[src/rtl/tia_d1_biphase.sv]
// Two-phase non-overlapping clock generator (phi1/phi2, period 4 clk) with one
// D1 master/slave delay cell and an inverted master tap for the TIA timing chain.
module tia_d1_biphase (
    input  logic clk,
    input  logic r,
    input  logic in,
    output logic phi1,
    output logic phi2,
    output logic rl,
    output logic tap,
    output logic out
);

    typedef enum logic [1:0] {
        P0 = 2'd0,
        P1 = 2'd1,
        P2 = 2'd2,
        P3 = 2'd3
    } phase_t;

    phase_t ph;
    phase_t ph_next;
    logic   m;

    always_comb begin
        // NOTE: default assignment first so no path leaves ph_next unassigned (no latch).
        ph_next = P0;
        case (ph)
            P0: ph_next = P1;
            P1: ph_next = P2;
            P2: ph_next = P3;
            P3: ph_next = P0;
            default: ph_next = P0;
        endcase
    end

    // Phases are decoded from ph_next so phi1/phi2 come straight off flops,
    // changing on the same edge as ph with no decode glitches.
    always_ff @(posedge clk or posedge r) begin
        if (r) begin
            // NOTE: non-blocking assignments for all sequential state.
            ph   <= P3;
            phi1 <= 1'b0;
            phi2 <= 1'b0;
            m    <= 1'b0;
            out  <= 1'b0;
            rl   <= 1'b1;
        end else begin
            ph   <= ph_next;
            phi1 <= (ph_next == P0);
            phi2 <= (ph_next == P2);
            if (ph == P0) m   <= in;
            if (ph == P1) out <= m;
            // rl covers the first full phi1/phi2 cycle after release, then stays low.
            if (ph == P2) rl  <= 1'b0;
        end
    end

    assign tap = ~m;

endmodule

[config.mk]
export PLATFORM = sky130hd
export DESIGN_NAME = tia_d1_biphase
export DESIGN_NICKNAME = d
export VERILOG_FILES = /design/src/rtl/tia_d1_biphase.sv
export SDC_FILE = /design/constraint.sdc
export NUM_CORES = 1
export LEC_CHECK = 0
export BUFFER_PORTS_ARGS = -buffer_cell sky130_fd_sc_hd__clkbuf_2
export CORE_AREA = 2 2 39 41
export CTS_CLUSTER_DIAMETER = 100
export DETAILED_ROUTE_END_ITERATION = 8
export DIE_AREA = 0 0 41 43
export PLACE_DENSITY = 0.37
export SETUP_SLACK_MARGIN = 0.4
export SKIP_LAST_GASP = 1
export SLEW_MARGIN = 20
export SYNTH_ARGS = -nofsm -noshare
export SYNTH_HDL_FRONTEND = slang
export SYNTH_SLANG_ARGS = --single-unit
[constraint.sdc]
create_clock -name clk -period 2.45 [get_ports clk]
set_input_delay 0.49 -clock clk [delete_from_list [all_inputs] [get_ports clk]]
set_output_delay 0.49 -clock clk [all_outputs]
set_load 0.02 [all_outputs]
==> results.sh <==
export IMPL_synth_fa_ha_area_frac=0.209
export IMPL_core_um2=1380
export IMPL_synth_warnings=0
export IMPL_clock_skew_ns=0.00128
export IMPL_port_buffers=7
export IMPL_top_usage_layer="met1"
export IMPL_num_antenna_cells=0
export IMPL_cts_hold_buf=0
export IMPL_viasPerCell=3.45
export IMPL_synthMuxAreaShare=0.100
export IMPL_postCtsSetupRepairBufs=0
export IMPL_place_inst=43
export IMPL_syn_nets=28
export IMPL_netlist_instances=20
export IMPL_final_antenna_net_count=0
export IMPL_multi_input_area_um2=105
export IMPL_fin_crit_ns=1.41
export IMPL_gp_congestion=0.664
export IMPL_ys_ff_latch=7
export IMPL_endpoint_kind="primary output"
export IMPL_antenna_found_initial=0
export IMPL_rr_worst_depth=3
export IMPL_synth_top_family_by_area="adder cells"
export IMPL_wirelength_um=433
export IMPL_finalSetupViolations=0
export IMPL_grtUsageMet1=0.0948
export IMPL_via_count=162
export IMPL_area_delta_synth_final_pct=27.2
export IMPL_ir_drop_mv=0.227
export IMPL_timing_critical_path_arrival_ns=0.92
export IMPL_use_met2=0.0750
export IMPL_numCtsBuffers=3
export IMPL_clockPowerShare=0.446
export IMPL_ff2ff_setup_slack_ns=1.20
export IMPL_wl_per_cell_um=9.21
export IMPL_status="finished clean"
export IMPL_crit_path_start_kind="flip-flop"
export IMPL_synth_xor_area_share=0
export IMPL_synthesis_area_um2=299
export IMPL_r2r_end="m$_DFFE_PP0N_"
export IMPL_nets=40
export IMPL_criticalPathCategory="reg -> out"
export IMPL_drv_slew=0
export IMPL_tritoncts="yes"
export IMPL_met3_usage=0.0314
export IMPL_fin_cells=47
export IMPL_cts_resized=0
export IMPL_ys_seq_area_frac=0.598
export IMPL_whs_ns=0.146
export IMPL_worstSetupPathDepth=1
export IMPL_p_sw_uw=49.2
export IMPL_drt_pass1_iterations=1
export IMPL_drcViolationCount=0
export IMPL_worstReg2RegStart="ph[0]$_DFF_PP1_"
export IMPL_synth_top_cells_by_area="dfrtp_1 33%, dfstp_2 26%, ha_1 21%"
export IMPL_rows=14
export IMPL_hold_viol=0
export IMPL_drive_gt1_frac=0.516
export IMPL_p_per_area_nw_per_um2=614
export IMPL_worstHoldPathType="in -> async"
export IMPL_p_seq_frac=0.509
export IMPL_die_area_um2=1760
export IMPL_power_internal_uw=184
export IMPL_drtIter0Drc=0
export IMPL_grt_overflow=0
export IMPL_synth_compound_area_frac=0
export IMPL_ff_latch_area_um2=179
export IMPL_htree_num_levels=1
export IMPL_synth_top_cell_area_share=0.335
export IMPL_initial_core_util=0.216
export IMPL_max_freq_mhz=708
export IMPL_clk_latency_ns=0.25
export IMPL_cp_slowest_cell="dfstp_2"
export IMPL_cp_buffers_inverters=1
export IMPL_track_usage=0.0716
export IMPL_power_frac_comb=0.045
export IMPL_grt_pass1_vias=164
export IMPL_clkTransAtPathRegs_ns=0.05
export IMPL_required_ns=1.96
export IMPL_clockRootBuffer="clkbuf_4"
export IMPL_clock_path_buffers=2
export IMPL_critPathMaxStageDelay_ns=0.52
export IMPL_path_max_fanout=2
export IMPL_layout_common_cells="7 x clkbuf_2, 5 x ha_1, 4 x inv_1, 4 x dfrtp_1"
export IMPL_finalCritPeriodShare=0.576
export IMPL_rsz0062_at_grt="false"
export IMPL_grt_pass1_wl_um=738
export IMPL_die_h_um=43
export IMPL_switching_share=0.211
export IMPL_fillers=144
export IMPL_maxCapViolations=0
export IMPL_cellLeakagePower_uw=0.000215
export IMPL_cpLargestDelayFamily="flip-flops"
export IMPL_path_cells="clkbuf_2"
export IMPL_synthDistinctLibCells=7
export IMPL_mostFrequentLayoutCell="clkbuf_2"
export IMPL_final_setup_worst_slack_ns=1.04
export IMPL_synth_simple_area_share=0.0418
export IMPL_die_x_um=41
export IMPL_post_place_ws_ns=1.21
export IMPL_cts_num_sinks=7
export IMPL_yosys_area_top_type="dfrtp_1"
export IMPL_ioPinCount=8
export IMPL_worst_pin_slew_ns=0.272
export IMPL_finalSetupTns_ns=0
export IMPL_syn_area_per_cell_um2=15.0
export IMPL_grt_start_max_net_pins=8
export IMPL_relSlewSlack=0.819
sequential cells by signal, indices dropped and copies added, names as in the netlist:
signal,cells
m,1
out,1
ph,2
phi1,1
phi2,1
rl,1
cell families (layout without fill, tap and decap cells):
logic type               count (synthesis)  count (layout)
AND/OR/NAND/NOR                          2               2
flip-flops                               7               7
buffers and inverters                    4              15
adder cells (fa/ha/maj)                  5               5
multiplexers                             2               2
through the flow:
| step | power [uW] | utilization | instance area (um^2) |
|---|---|---|---|
| after CTS | 240 | 0.275 | 380 |
| after detailed placement | 131 | 0.256 | 354 |
| final | 234 | 0.275 | 380 |
| after global routing | 246 | 0.275 | 380 |
| after floorplan | 127 | - | 299 |
| after global placement | 131 | 0.256 | 354 |
cell type report:
type                            instances  area share
Inverter                                4      0.0395
Timing Repair Buffer                    7      0.0921
Sequential cell                         7       0.470
Clock buffer                            4      0.0691
Multi-Input combinational cell          9       0.276
Tap cell                               16      0.0526
worst max-delay path by stage:
stage	to	slack, ns	from
after floorplan	m$_DFFE_PP0N_	1.25	ph[0]$_DFF_PP1_
after global placement	m$_DFFE_PP0N_	1.21	ph[0]$_DFF_PP1_
after detailed placement	m$_DFFE_PP0N_	1.21	ph[0]$_DFF_PP1_
after CTS	rl	1.03	rl$_DFFE_PP1N_
after global routing	rl	1.00	rl$_DFFE_PP1N_
final	rl	1.04	rl$_DFFE_PP1N_
routing by layer:
metal / up-vias / part of all wire
met5: - / 0
met3: 0 / 0.079
met2: 5 / 0.46
met4: 0 / 0
met1: 77 / 0.46
li1: 80 / -
power groups by stage:
stage,Combinational [uW],Sequential (uW),Clock [uW]
2_1_floorplan,5.63,121,0
3_3_place_gp,10.6,121,0
3_5_place_dp,10.7,121,0
4_1_cts,10.8,119,110
5_1_grt,11.7,119,115
6_report,10.4,119,104
cells in the mapped netlist:
library cell  number
dfstp_2            3
mux2_4             2
or2_2              1
nor2b_1            1
dfrtp_1            4
ha_1               5
inv_1              4
(Power assumes the default switching activity.)
